[src/rtl/pipeline_pkg.sv]
// Shared types and constants for the pipeline hazard controller:
// FSM state encoding, forwarding select codes and the PC register index.
package pipeline_pkg;

  typedef enum logic [1:0] {
    HOLD = 2'd0,
    RUN  = 2'd1,
    WAIT = 2'd2
  } state_t;

  typedef enum logic [1:0] {
    FWD_RF  = 2'b00,
    FWD_EX  = 2'b01,
    FWD_MEM = 2'b10,
    FWD_WB  = 2'b11
  } fwd_t;

  localparam logic [3:0] PC_REG = 4'hF;

  // True when an ID source is really read, is not the PC, and names rd.
  function automatic logic srcHit(input logic [3:0] src, input logic used,
                                  input logic [3:0] rd);
    return used && (src != PC_REG) && (src == rd);
  endfunction

endpackage

[src/rtl/fwd_select.sv]
// Per-operand forwarding selector: the youngest stage writing the source
// register wins; a load sitting in EX has no data yet and never forwards.
module fwd_select
  import pipeline_pkg::*;
(
  input  logic [3:0] i_src,
  input  logic       i_used,
  input  logic [3:0] i_exRd,
  input  logic       i_exRfE,
  input  logic       i_exLoad,
  input  logic [3:0] i_memRd,
  input  logic       i_memRfE,
  input  logic [3:0] i_wbRd,
  input  logic       i_wbRfE,
  output logic [1:0] o_sel
);

  always_comb begin
    o_sel = FWD_RF;
    if (i_used && (i_src != PC_REG)) begin
      if (i_exRfE && !i_exLoad && (i_exRd == i_src)) begin
        o_sel = FWD_EX;
      end else if (i_memRfE && (i_memRd == i_src)) begin
        o_sel = FWD_MEM;
      end else if (i_wbRfE && (i_wbRd == i_src)) begin
        o_sel = FWD_WB;
      end
    end
  end

endmodule

[src/rtl/pipeline_hazard_ctrl.sv]
// Hazard/sequencing controller for the 5-stage pipeline: post-reset hold,
// load-use stalls, branch flushes, data-memory waits and forwarding selects.
module pipeline_hazard_ctrl
  import pipeline_pkg::*;
#(
  parameter int RESET_HOLD = 4,
  parameter int CNT_W      = 16
) (
  input  logic             clk,
  input  logic             reset,
  input  logic [3:0]       id_rn,
  input  logic [3:0]       id_rm,
  input  logic [3:0]       id_rd,
  input  logic             id_use_rn,
  input  logic             id_use_rm,
  input  logic             id_use_rd,
  input  logic [3:0]       ex_rd,
  input  logic [3:0]       mem_rd,
  input  logic [3:0]       wb_rd,
  input  logic             ex_rf_e,
  input  logic             mem_rf_e,
  input  logic             wb_rf_e,
  input  logic             ex_load,
  input  logic             branch_taken,
  input  logic             dmem_busy,
  output logic             pc_en,
  output logic             ifid_en,
  output logic             idex_en,
  output logic             exmem_en,
  output logic             memwb_en,
  output logic             nop_sel,
  output logic             ifid_flush,
  output logic [1:0]       fwd_a,
  output logic [1:0]       fwd_b,
  output logic [1:0]       fwd_c,
  output logic             busy,
  output logic [CNT_W-1:0] stall_cnt,
  output logic [CNT_W-1:0] flush_cnt,
  output logic [CNT_W-1:0] wait_cnt
);

  localparam int HOLD_W = (RESET_HOLD > 1) ? $clog2(RESET_HOLD) : 1;
  localparam logic [HOLD_W-1:0] HOLD_INIT = HOLD_W'(RESET_HOLD - 1);
  localparam logic [CNT_W-1:0]  CNT_MAX   = {CNT_W{1'b1}};

  state_t            r_state;
  state_t            w_nextState;
  logic [HOLD_W-1:0] r_holdCnt;
  logic [CNT_W-1:0]  r_stallCnt;
  logic [CNT_W-1:0]  r_flushCnt;
  logic [CNT_W-1:0]  r_waitCnt;
  logic [4:0]        w_en;
  logic              w_nop;
  logic              w_flush;
  logic              w_loadUse;
  logic              w_stallInc;
  logic              w_flushInc;
  logic              w_waitInc;

  assign w_loadUse = ex_load && ex_rf_e &&
                     (srcHit(id_rn, id_use_rn, ex_rd) ||
                      srcHit(id_rm, id_use_rm, ex_rd) ||
                      srcHit(id_rd, id_use_rd, ex_rd));

  // WAIT with memory released behaves exactly like RUN in the same cycle.
  always_comb begin
    w_nextState = r_state;
    w_en        = 5'b00000;
    w_nop       = 1'b0;
    w_flush     = 1'b0;
    w_stallInc  = 1'b0;
    w_flushInc  = 1'b0;
    w_waitInc   = 1'b0;
    case (r_state)
      HOLD: begin
        w_nop   = 1'b1;
        w_flush = 1'b1;
        if (r_holdCnt == '0) begin
          w_nextState = RUN;
        end
      end
      RUN, WAIT: begin
        if (dmem_busy) begin
          w_nextState = WAIT;
          w_waitInc   = 1'b1;
        end else begin
          w_nextState = RUN;
          if (w_loadUse) begin
            w_en       = 5'b00111;
            w_nop      = 1'b1;
            w_stallInc = 1'b1;
          end else if (branch_taken) begin
            w_en       = 5'b11111;
            w_flush    = 1'b1;
            w_flushInc = 1'b1;
          end else begin
            w_en = 5'b11111;
          end
        end
      end
      default: begin
        w_nextState = HOLD;
        w_nop       = 1'b1;
        w_flush     = 1'b1;
      end
    endcase
    if (reset) begin
      w_en       = 5'b00000;
      w_nop      = 1'b1;
      w_flush    = 1'b1;
      w_stallInc = 1'b0;
      w_flushInc = 1'b0;
      w_waitInc  = 1'b0;
    end
  end

  always_ff @(posedge clk) begin
    if (reset) begin
      r_state    <= HOLD;
      r_holdCnt  <= HOLD_INIT;
      r_stallCnt <= '0;
      r_flushCnt <= '0;
      r_waitCnt  <= '0;
    end else begin
      r_state <= w_nextState;
      if ((r_state == HOLD) && (r_holdCnt != '0)) begin
        r_holdCnt <= r_holdCnt - 1'b1;
      end
      if (w_stallInc && (r_stallCnt != CNT_MAX)) begin
        r_stallCnt <= r_stallCnt + 1'b1;
      end
      if (w_flushInc && (r_flushCnt != CNT_MAX)) begin
        r_flushCnt <= r_flushCnt + 1'b1;
      end
      if (w_waitInc && (r_waitCnt != CNT_MAX)) begin
        r_waitCnt <= r_waitCnt + 1'b1;
      end
    end
  end

  assign {pc_en, ifid_en, idex_en, exmem_en, memwb_en} = w_en;
  assign nop_sel    = w_nop;
  assign ifid_flush = w_flush;
  assign busy       = reset || (r_state == HOLD);
  assign stall_cnt  = r_stallCnt;
  assign flush_cnt  = r_flushCnt;
  assign wait_cnt   = r_waitCnt;

  fwd_select u_fwdRn (
    .i_src(id_rn), .i_used(id_use_rn),
    .i_exRd(ex_rd), .i_exRfE(ex_rf_e), .i_exLoad(ex_load),
    .i_memRd(mem_rd), .i_memRfE(mem_rf_e),
    .i_wbRd(wb_rd), .i_wbRfE(wb_rf_e),
    .o_sel(fwd_a)
  );

  fwd_select u_fwdRm (
    .i_src(id_rm), .i_used(id_use_rm),
    .i_exRd(ex_rd), .i_exRfE(ex_rf_e), .i_exLoad(ex_load),
    .i_memRd(mem_rd), .i_memRfE(mem_rf_e),
    .i_wbRd(wb_rd), .i_wbRfE(wb_rf_e),
    .o_sel(fwd_b)
  );

  fwd_select u_fwdRd (
    .i_src(id_rd), .i_used(id_use_rd),
    .i_exRd(ex_rd), .i_exRfE(ex_rf_e), .i_exLoad(ex_load),
    .i_memRd(mem_rd), .i_memRfE(mem_rf_e),
    .i_wbRd(wb_rd), .i_wbRfE(wb_rf_e),
    .o_sel(fwd_c)
  );

endmodule

[config.mk]
export PLATFORM = sky130hd
export DESIGN_NAME = pipeline_hazard_ctrl
export DESIGN_NICKNAME = d
export VERILOG_FILES = /design/src/rtl/pipeline_pkg.sv /design/src/rtl/fwd_select.sv /design/src/rtl/pipeline_hazard_ctrl.sv
export SDC_FILE = /design/constraint.sdc
export NUM_CORES = 1
export LEC_CHECK = 0
export BUFFER_PORTS_ARGS = -buffer_cell sky130_fd_sc_hd__buf_2
export CAP_MARGIN = 0
export CORE_ASPECT_RATIO = 1.1
export CORE_UTILIZATION = 30
export CTS_CLUSTER_DIAMETER = 120
export CTS_CLUSTER_SIZE = 28
export DETAILED_ROUTE_END_ITERATION = 6
export PLACE_DENSITY = 0.52
export SETUP_SLACK_MARGIN = 0.1
export SYNTH_ARGS = -nofsm -noshare
export SYNTH_HDL_FRONTEND = slang
export SYNTH_SLANG_ARGS = --single-unit
[constraint.sdc]
create_clock -name clk -period 5.61 [get_ports clk]
set_clock_uncertainty 0.15 [all_clocks]
set_input_delay 1.122 -clock clk [delete_from_list [all_inputs] [get_ports clk]]
set_output_delay 1.122 -clock clk [all_outputs]
set_load 0.1 [all_outputs]
==> run metrics, run 1 <==
die width approximately 100 µm; Clk pin slew, worst setup/hold paths 0.09 ns; Slew headroom 0.5534; FP Rows 38; core area 10,080 µm²; crit-path max FO 18; die height 109.7 µm; Internal a little under 600 µW; share of layout cells above drive strength 1 0.2547; WL/cell 12.78 µm; post-synthesis sequential area ratio 0.3291; Cell Pwr Density 212.1 nW/µm²; total negative slack 0 ns; worst skew pair latency 0.31 ns; Max-Cap Viols 0; gr ovfl total 0; H-tree levels 2; root buf cell clkbuf_8; setup repair bufs after CTS 0; post-CTS sizing 0; Via Count 2,998; Global Route Usage Sum 0.1475; final setup fails 0; Synth Net Count 420; fmax 0.2312 GHz; hold path start r_holdCnt[1]; initial DRC count 145; Crit Path Class input port to primary output; CTS Sinks 52; final worst-path cycle share 0.7710; initial antenna violation count 0; die area 10,960 µm²; Fin. Hold Viols 0; largest net degree at the start of global routing 57; share of power burned in registers 0.461; Startpoint Class input port; WP data required between 4 and 5 ns; Via density 4.875; Slew Limit Fails 0; RSZ-0062 raised after global routing no; PortBufs 96; Tmin final between 4 and 5 ns; most frequent cells in the layout 96 x buf_2, 53 x nor2_1, 52 x dfxtp_1; CTS Hold Bufs 0; clock tree buffer depth 2; mapped cell area 3163 µm²; P_sw 249.7 µW; RD Place Congestion 0.8222; DR DRC count 0; switching share of power 0.3015; dpl hpwl between 6000 and 7000 µm; total chip power 828.2 µW; vias in the first global route between 2,000 and 3,000; #FFs+latches synth 52; Min-Delay Path Class register to register; Ys Warns 0; status finished, final reports clean; Core Util, Final 0.3874; power share of the combinational group 0.207; CTS buffer count 5; area post-placement approximately 3800 µm²; R2R Path Start r_state[0]; commonest non-fill, non-tap cell in the layout buf_2; Initial DRT Pass Iterations 4; Crit. End Element primary output; Syn Area/Cell 8.346 µm²; Worst setup startpoint ex_rd[2]; cells after synthesis 379; Final Non-Filler Cells 615; TritonCTS clock tree yes; Initial Utilization 0.3138; crit path DAT 3.05 ns; final wirelength 7858 µm; leak pwr between 0.0015 and 0.002 µW; post-synth cell types 40; nets 515; clock power share 0.332; Max VDD drop ~0.00012 V; first-pass GRT wire length 13,030 µm; Ports 97; Syn-to-layout area delta 23.46%; Worst-Margin Slew 0.6659 ns; diode count 0; Final ANT Viol Nets 0; Post-Layout Inst Area 3905 µm²; placed cells just over 600
## sequential cells by signal, summed over array words and instances, names as in the netlist
signal,flops
flush_cnt,16
r_holdCnt,2
stall_cnt,16
wait_cnt,16
r_state,2
## per-layer routing
| metal | track usage | share of wire | vias up |
|---|---|---|---|
| li1 | - | - | 1525 |
| met1 | 0.1837 | 0.46 | 1385 |
| met2 | 0.2557 | 0.47 | 76 |
| met3 | 0.02543 | 0.044 | 12 |
| met4 | 0.05252 | 0.020 | 0 |
| met5 | 0 | 0 | - |
## cell usage after synthesis
library cell | count | area, µm²
o211ai_1 | 3 | 22.52
nand3_1 | 21 | 105.1
o21ai_0 | 8 | 40.04
mux2i_1 | 3 | 30.03
ha_1 | 6 | 75.07
or2_2 | 4 | 25.02
nor3_4 | 1 | 16.27
or3_1 | 5 | 31.28
and3b_1 | 1 | 8.760
inv_1 | 8 | 30.03
and3_1 | 7 | 43.79
nor4b_1 | 1 | 8.760
nand2b_1 | 10 | 62.56
xor2_1 | 34 | 297.8
o211ai_4 | 1 | 21.27
a211oi_1 | 3 | 22.52
mux2_2 | 1 | 11.26
nor4_1 | 9 | 56.30
a211o_1 | 1 | 8.760
o21ai_1 | 1 | 5.000
xnor2_1 | 35 | 306.5
nor2b_1 | 10 | 62.56
a31oi_4 | 1 | 21.27
dfxtp_1 | 52 | 1041
nand2_1 | 24 | 90.09
nand4_1 | 22 | 137.6
nor2_1 | 53 | 198.9
mux2_1 | 3 | 33.78
buf_2 | 1 | 5.000
or4_1 | 2 | 15.01
a31o_2 | 1 | 8.760
o2111ai_1 | 2 | 17.52
nor4_2 | 3 | 37.54
clkbuf_1 | 6 | 22.52
and4_1 | 5 | 43.79
o21ai_4 | 1 | 16.27
buf_4 | 4 | 30.03
a21oi_1 | 14 | 70.07
nor3_1 | 11 | 55.05
o32ai_4 | 1 | 27.53
## critical path, cell delays in order
cell     delay [ns]
buf_2          0.13
xnor2_1        0.19
nand4_1        0.23
o32ai_4        0.30
buf_4          0.30
or2_2          0.19
inv_1          0.04
o21ai_1        0.10
buf_2          0.43
## area by class of cell
class	instances	area [µm²]
inverter	8	30.03
tap	140	175.2
clock buffer	6	82.58
multi-input combinational	308	2034
timing repair buffer	99	503.0
sequential	52	1041
fill	1077	6175
clock inverter	2	38.79
## cell families after synthesis
logic type | count (synthesis) | share of synthesized area
xor gates and xnor gates | 69 | 0.1911
AOI/OAI and AO/OA | 37 | 0.08901
DFF | 52 | 0.3291
muxes | 7 | 0.02373
and+or+nand+nor | 189 | 0.3157
adders and majority gates | 6 | 0.02373
buffers and inverters | 19 | 0.02769
## path summary, 6_finish.rpt
check | end | slack (ns) | depth (start not counted)
worst max-delay path | nop_sel | 1.28 | 9
worst min-delay path | r_holdCnt[1] | 0.32 | 1
worst max register to register | flush_cnt[10] | 3.15 | 8
worst min register to register | r_holdCnt[1] | 0.32 | 1
## metrics by stage
stage	worst slack [ns]	hold WS, ns
3_3_place_gp	1.370	0.2942
3_5_place_dp	1.310	0.3015
2_1_floorplan	0.3364	0.2854
6_report	1.284	0.3180
4_1_cts	1.311	0.3238
5_1_grt	1.153	0.3655
## power groups by stage
stage               Clock, µW  Combinational, µW  Sequential, µW
floorplan                   0                125             395
global placement            0                170             390
detailed placement          0                172             391
CTS                       285                172             382
finish                    275                171             382
global route              300                187             383
(Power assumes the default switching activity.)
==> run 2: changes to the inputs <==
--- a/config.mk
+++ b/config.mk
@@ -5,6 +5,7 @@
 export SDC_FILE = /design/constraint.sdc
 export NUM_CORES = 1
 export LEC_CHECK = 0
+export ABC_AREA = 1
 export BUFFER_PORTS_ARGS = -buffer_cell sky130_fd_sc_hd__buf_2
 export CAP_MARGIN = 0
 export CORE_ASPECT_RATIO = 1.1
@@ -12,7 +13,7 @@
 export CTS_CLUSTER_DIAMETER = 120
 export CTS_CLUSTER_SIZE = 28
 export DETAILED_ROUTE_END_ITERATION = 6
-export PLACE_DENSITY = 0.52
+export PLACE_DENSITY = 0.51
 export SETUP_SLACK_MARGIN = 0.1
 export SYNTH_ARGS = -nofsm -noshare
 export SYNTH_HDL_FRONTEND = slang
==> constraint.sdc (replaced) <==
create_clock -name clk -period 4.07 [get_ports clk]
set_clock_uncertainty 0.15 [all_clocks]
set_input_delay 0.814 -clock clk [delete_from_list [all_inputs] [get_ports clk]]
set_output_delay 0.814 -clock clk [all_outputs]
set_load 0.1 [all_outputs]
==> run 2 against run 1 <==
Net effect:
- combinational power grew to 2.9 times the previous value
- count of clock-buffer cells in the layout rose by 1
- design area increased by 13%
- routed wire length grew 33%
- largest cell class unchanged
- largest power group unchanged
- highest routed layer unchanged
==> run metrics, run 2 <==
Max-Cap Viols 0; cells after synthesis 579; final worst-path cycle share 0.8403; total chip power 1468 µW; post-synth cell types 39; ys flop type dfxtp_1; initial DRC count 166; RD Place Congestion 0.8951; RR Endpoint flush_cnt[2]; initial antenna violation count 0; final wirelength 10,480 µm; final setup fails 0; Startpoint Class register; WP data required 3.11 ns; share of the synthesized area in the top cell type 0.2836; post-CTS sizing 0; Core Util, Final 0.3677; Via density between 4 and 5; Post-synth top cells 137 x nand2_1, 85 x inv_1, 67 x nor2_1, 52 x dfxtp_1, 35 x nand3_1; Ys Warns 0; R2R Path Start r_state[0]; dpl hpwl 8083 µm; Synth Net Count 620; H-tree levels 2; Slew Limit Fails 0; Final ANT Viol Nets 0; status finished, final reports clean; crit path DAT 2.46 ns; WL/cell 12.70 µm; Reg2Reg Depth 9; Initial DRT Pass Iterations 4; CTS Sinks 52; leak pwr 0.002002 µW; core area 11,980 µm²; total negative slack 0 ns; Initial Utilization 0.3064; Syn Area/Cell 6.340 µm²; hold path start r_holdCnt[0]; Fin. Hold Viols 0; Reg2Reg Setup Slack about 1.6 ns; top-count cell post-synth nand2_1; largest net degree at the start of global routing 32; Crit. End Element primary output; leading area contributor after synthesis dfxtp_1; Ports 97; commonest non-fill, non-tap cell in the layout nand2_1; setup repair bufs after CTS 0; DR DRC count 0; post-synthesis sequential area ratio 0.2836; diode count 0; die height 118.0 µm; Worst Hold Path EP r_holdCnt[0]; die area 12,680 µm²; Clk pin slew, worst setup/hold paths about 0.070 ns; Via Count roughly 3,900; clock tree buffer depth 2; Synth area leaders dfxtp_1 28%, nand2_1 14%, inv_1 8.7%; Min-Delay Path Class register to register; RSZ-0062 raised after global routing no; fmax between 0.2 and 0.3 GHz; Tmin final 3.420 ns; CTS Hold Bufs 0; Async S/R FF share, synth 0; most frequent cells in the layout 137 x nand2_1, 96 x buf_2, 85 x inv_1; crit-path max FO 14; CTS buffer count 5; vias in the first global route approximately 3,500; PortBufs 96; worst skew pair latency 0.29 ns; mapped cell area 3671 µm²; Worst-Margin Slew 0.5108 ns; Cell Pwr Density 333.3 nW/µm²; Global Route Usage Sum 0.1659; Crit Path Class register to primary output; TritonCTS clock tree yes; Max VDD drop 0.0002654 V; nets just over 700; share of layout cells above drive strength 1 0.2191; first-pass GRT wire length 16,920 µm; EDFF count, synth 0; hold path depth 2; die width 107.5 µm; #FFs+latches synth 52; gr ovfl total 0; FP Rows 42; root buf cell clkbuf_16; Slew headroom 0.6618; Syn-to-layout area delta 20.01%
-- run 2: stage by stage --
step           setup WS (ns)  hold slack [ns]  area (µm²)  instances
6_report              0.6501           0.3327        4405        825
5_1_grt               0.5174           0.3622        4405        825
4_1_cts               0.6345           0.3404        4405        825
3_5_place_dp          0.7480           0.3227        4264        817
3_3_place_gp          0.7608           0.2921        4264        817
2_1_floorplan         0.2695           0.2789        3674        579
-- run 2: report_power, final --
| part | total [µW] | switching, µW | leakage (µW) | internal, µW |
|---|---|---|---|---|
| sequential | 550 | 17.9 | 0.000420 | 533 |
| clock | 426 | 195 | 0.0000681 | 230 |
| combinational | 492 | 390 | 0.00151 | 102 |
-- run 2: metal layers --
layer / wire length, µm / share of wire / up-vias / track usage
li1: - / - / 2046 / -
met1: 4763 / 0.45 / 1746 / 0.2071
met2: 4998 / 0.48 / 99 / 0.2815
met3: 530 / 0.051 / 14 / 0.03433
met4: 181 / 0.017 / 0 / 0.05394
met5: 0 / 0 / - / 0
-- run 2: cell families after synthesis --
logic type	count (synthesis)	synth area share
xor gates and xnor gates	22	0.05249
adders and majority gates	6	0.02045
DFF	52	0.2836
and+or+nand+nor	299	0.3633
buffers and inverters	109	0.1258
AOI/OAI and AO/OA	91	0.1544
-- run 2: how the worst max path moves through the flow --
stage               startpoint  endpoint
CTS                 r_state[0]  memwb_en
detailed placement       reset  memwb_en
floorplan             id_rd[1]   nop_sel
global placement         reset  exmem_en
finish              r_state[0]  memwb_en
global route        r_state[0]   idex_en
-- run 2: cell type report --
type	count	area (µm²)
fillers	1339	7576
multi-input cells	418	2171
flip-flops and latches	52	1041
repair buffers	98	495.5
inverters	95	364.1
well taps	154	192.7
clock buffers	7	132.6
clock inverters	1	8.758
-- run 2: critical path, stage by stage (launching register included) --
cell,delay (ns)
dfxtp_1,0.37
inv_1,0.06
ha_1,0.30
inv_1,0.04
nor2_1,0.28
nand2_1,0.19
inv_1,0.40
buf_2,0.52
==> run 3: changes to the inputs <==
==> constraint.sdc (replaced) <==
create_clock -name clk -period 3.5 [get_ports clk]
set_clock_uncertainty 0.15 [all_clocks]
set_input_delay 0.7 -clock clk [delete_from_list [all_inputs] [get_ports clk]]
set_output_delay 0.7 -clock clk [all_outputs]
set_load 0.1 [all_outputs]
==> run 3 against run 2 <==
Net effect:
- core utilization rose by 0.74 points
- global-route usage rose by 0.22 points
- design area rose by 2.0%
- critical path depth rose by 4
- sequential share of layout area fell by 0.47 points
- first-iteration DRC count rose by 43%
- via count rose by 0.97%
- count of clock-buffer cells in the layout fell by 2
- routed wire length fell by 0.98%
- combinational power rose by 25%
- die area did not move
- largest cell class unchanged
- largest power group unchanged
==> run metrics, run 3 (synthesis results as in run 2) <==
Fin. Hold Viols 0; Worst setup startpoint id_rd[1]; WP data required 2.65 ns; Startpoint Class input port; most frequent cells in the layout 137 x nand2_1, 93 x buf_2, 85 x inv_1; fmax ~0.32 GHz; core area approximately 12,000 µm²; diode count 0; Initial Utilization 0.3064; largest net degree at the start of global routing 32; vias in the first global route between 3,000 and 4,000; worst skew pair latency 0.30 ns; DR DRC count 0; crit path DAT 2.24 ns; met1 wire length 4736 µm; RSZ-0062 raised after global routing no; # fillers 1,328; initial DRC count 238; final worst slack 0.4094 ns; die height 118.0 µm; Via density ~4.8; leak pwr around 0.0020 µW; setup repair bufs after CTS 0; WL/cell 12.54 µm; Crit Path Class input port to primary output; Final Non-Filler Cells roughly 830; Reg2Reg Setup Slack between 1 and 1.5 ns; share of layout cells above drive strength 1 0.2348; Via Count around 4,000; Slew Limit Fails 0; Max VDD drop 0.0003403 V; status finished, final reports clean; final setup fails 0; CTS Sinks 52; PortBufs 96; RD Place Congestion 0.8534; first-pass GRT wire length 17,200 µm; post-CTS sizing 0; H-tree levels 2; R2R Path Start r_state[0]; Worst-Margin Slew 0.4923 ns; DR top layer met4; die area ~13,000 µm²; Final ANT Viol Nets 0; clock tree buffer depth 2; Min-Delay Path Class register to register; dpl hpwl 8105 µm; area post-placement 4350 µm²; CTS Hold Bufs 0; total chip power about 1800 µW; placed cells 819; FP Rows 42; Slew headroom 0.6741; crit-path max FO 13; final worst-path cycle share 0.8830; Core Util, Final 0.3751; Max-Cap Viols 0; initial antenna violation count 1; Ports 97; CTS buffer count 5; Tmin final 3.091 ns; root buf cell clkbuf_16; Crit. End Element primary output; nets 713; Initial DRT Pass Iterations 4; DP Worst Slack 0.4199 ns; Reg2Reg Depth 12; met3 wire len between 500 and 600 µm; Clk pin slew, worst setup/hold paths approximately 0.07 ns; commonest non-fill, non-tap cell in the layout nand2_1; Post-Layout Inst Area 4494 µm²; TritonCTS clock tree yes; die width 107.5 µm; final wirelength 10,370 µm; Global Route Usage Sum 0.1681; Syn-to-layout area delta 22.43%; wire length on met2 4942 µm; Cell Pwr Density 390.4 nW/µm²; RR Endpoint flush_cnt[5]; CP Capture Point ifid_flush; gr ovfl total 0
## run 3: worst max-delay path, stage by stage
cell     delay [ns]
buf_2          0.11
inv_1          0.14
nand2_1        0.08
nand2_1        0.07
nor2_1         0.07
nand3_1        0.10
nand3_2        0.11
nand2_4        0.17
inv_4          0.08
o21ai_2        0.16
buf_2          0.45
## run 3: how the worst min path moves through the flow
stage                       startpoint           end  slack [ns]  cells past startpoint
final                     r_holdCnt[0]  r_holdCnt[0]        0.31                      2
after detailed placement  r_holdCnt[0]  r_holdCnt[0]        0.30                      2
after global routing      r_holdCnt[0]  r_holdCnt[0]        0.34                      2
after floorplan           r_holdCnt[0]  r_holdCnt[0]        0.28                      2
after global placement    r_holdCnt[0]  r_holdCnt[0]        0.29                      2
after CTS                 r_holdCnt[0]  r_holdCnt[0]        0.32                      2
## run 3: where the power goes
part	total (µW)	switching, µW	internal (µW)
logic	615	463	151
clock network	502	238	265
registers	638	18.5	619
## run 3: final cells by class
class	count	area [µm²]	share of cell area
Multi-Input combinational cell	418	2197	0.4889
Sequential cell	52	1041	0.2316
Timing Repair Buffer	100	555.5	0.1236
Inverter	95	364.1	0.08101
Tap cell	154	192.7	0.04287
Clock buffer	5	125.1	0.02784
Clock inverter	3	18.77	0.004176
## run 3: per-layer routing
metal | vias to the layer above | global-route usage
li1 | 2052 | -
met1 | 1784 | 0.2119
met2 | 96 | 0.2899
met3 | 11 | 0.03101
met4 | 0 | 0.04538
met5 | - | 0
## run 3: metrics by stage
stage               hold slack [ns]  TNS (ns)
finish                       0.3144         0
global route                 0.3414         0
CTS                          0.3219         0
detailed placement           0.3025         0
global placement             0.2893         0
floorplan                    0.2789  -0.07242
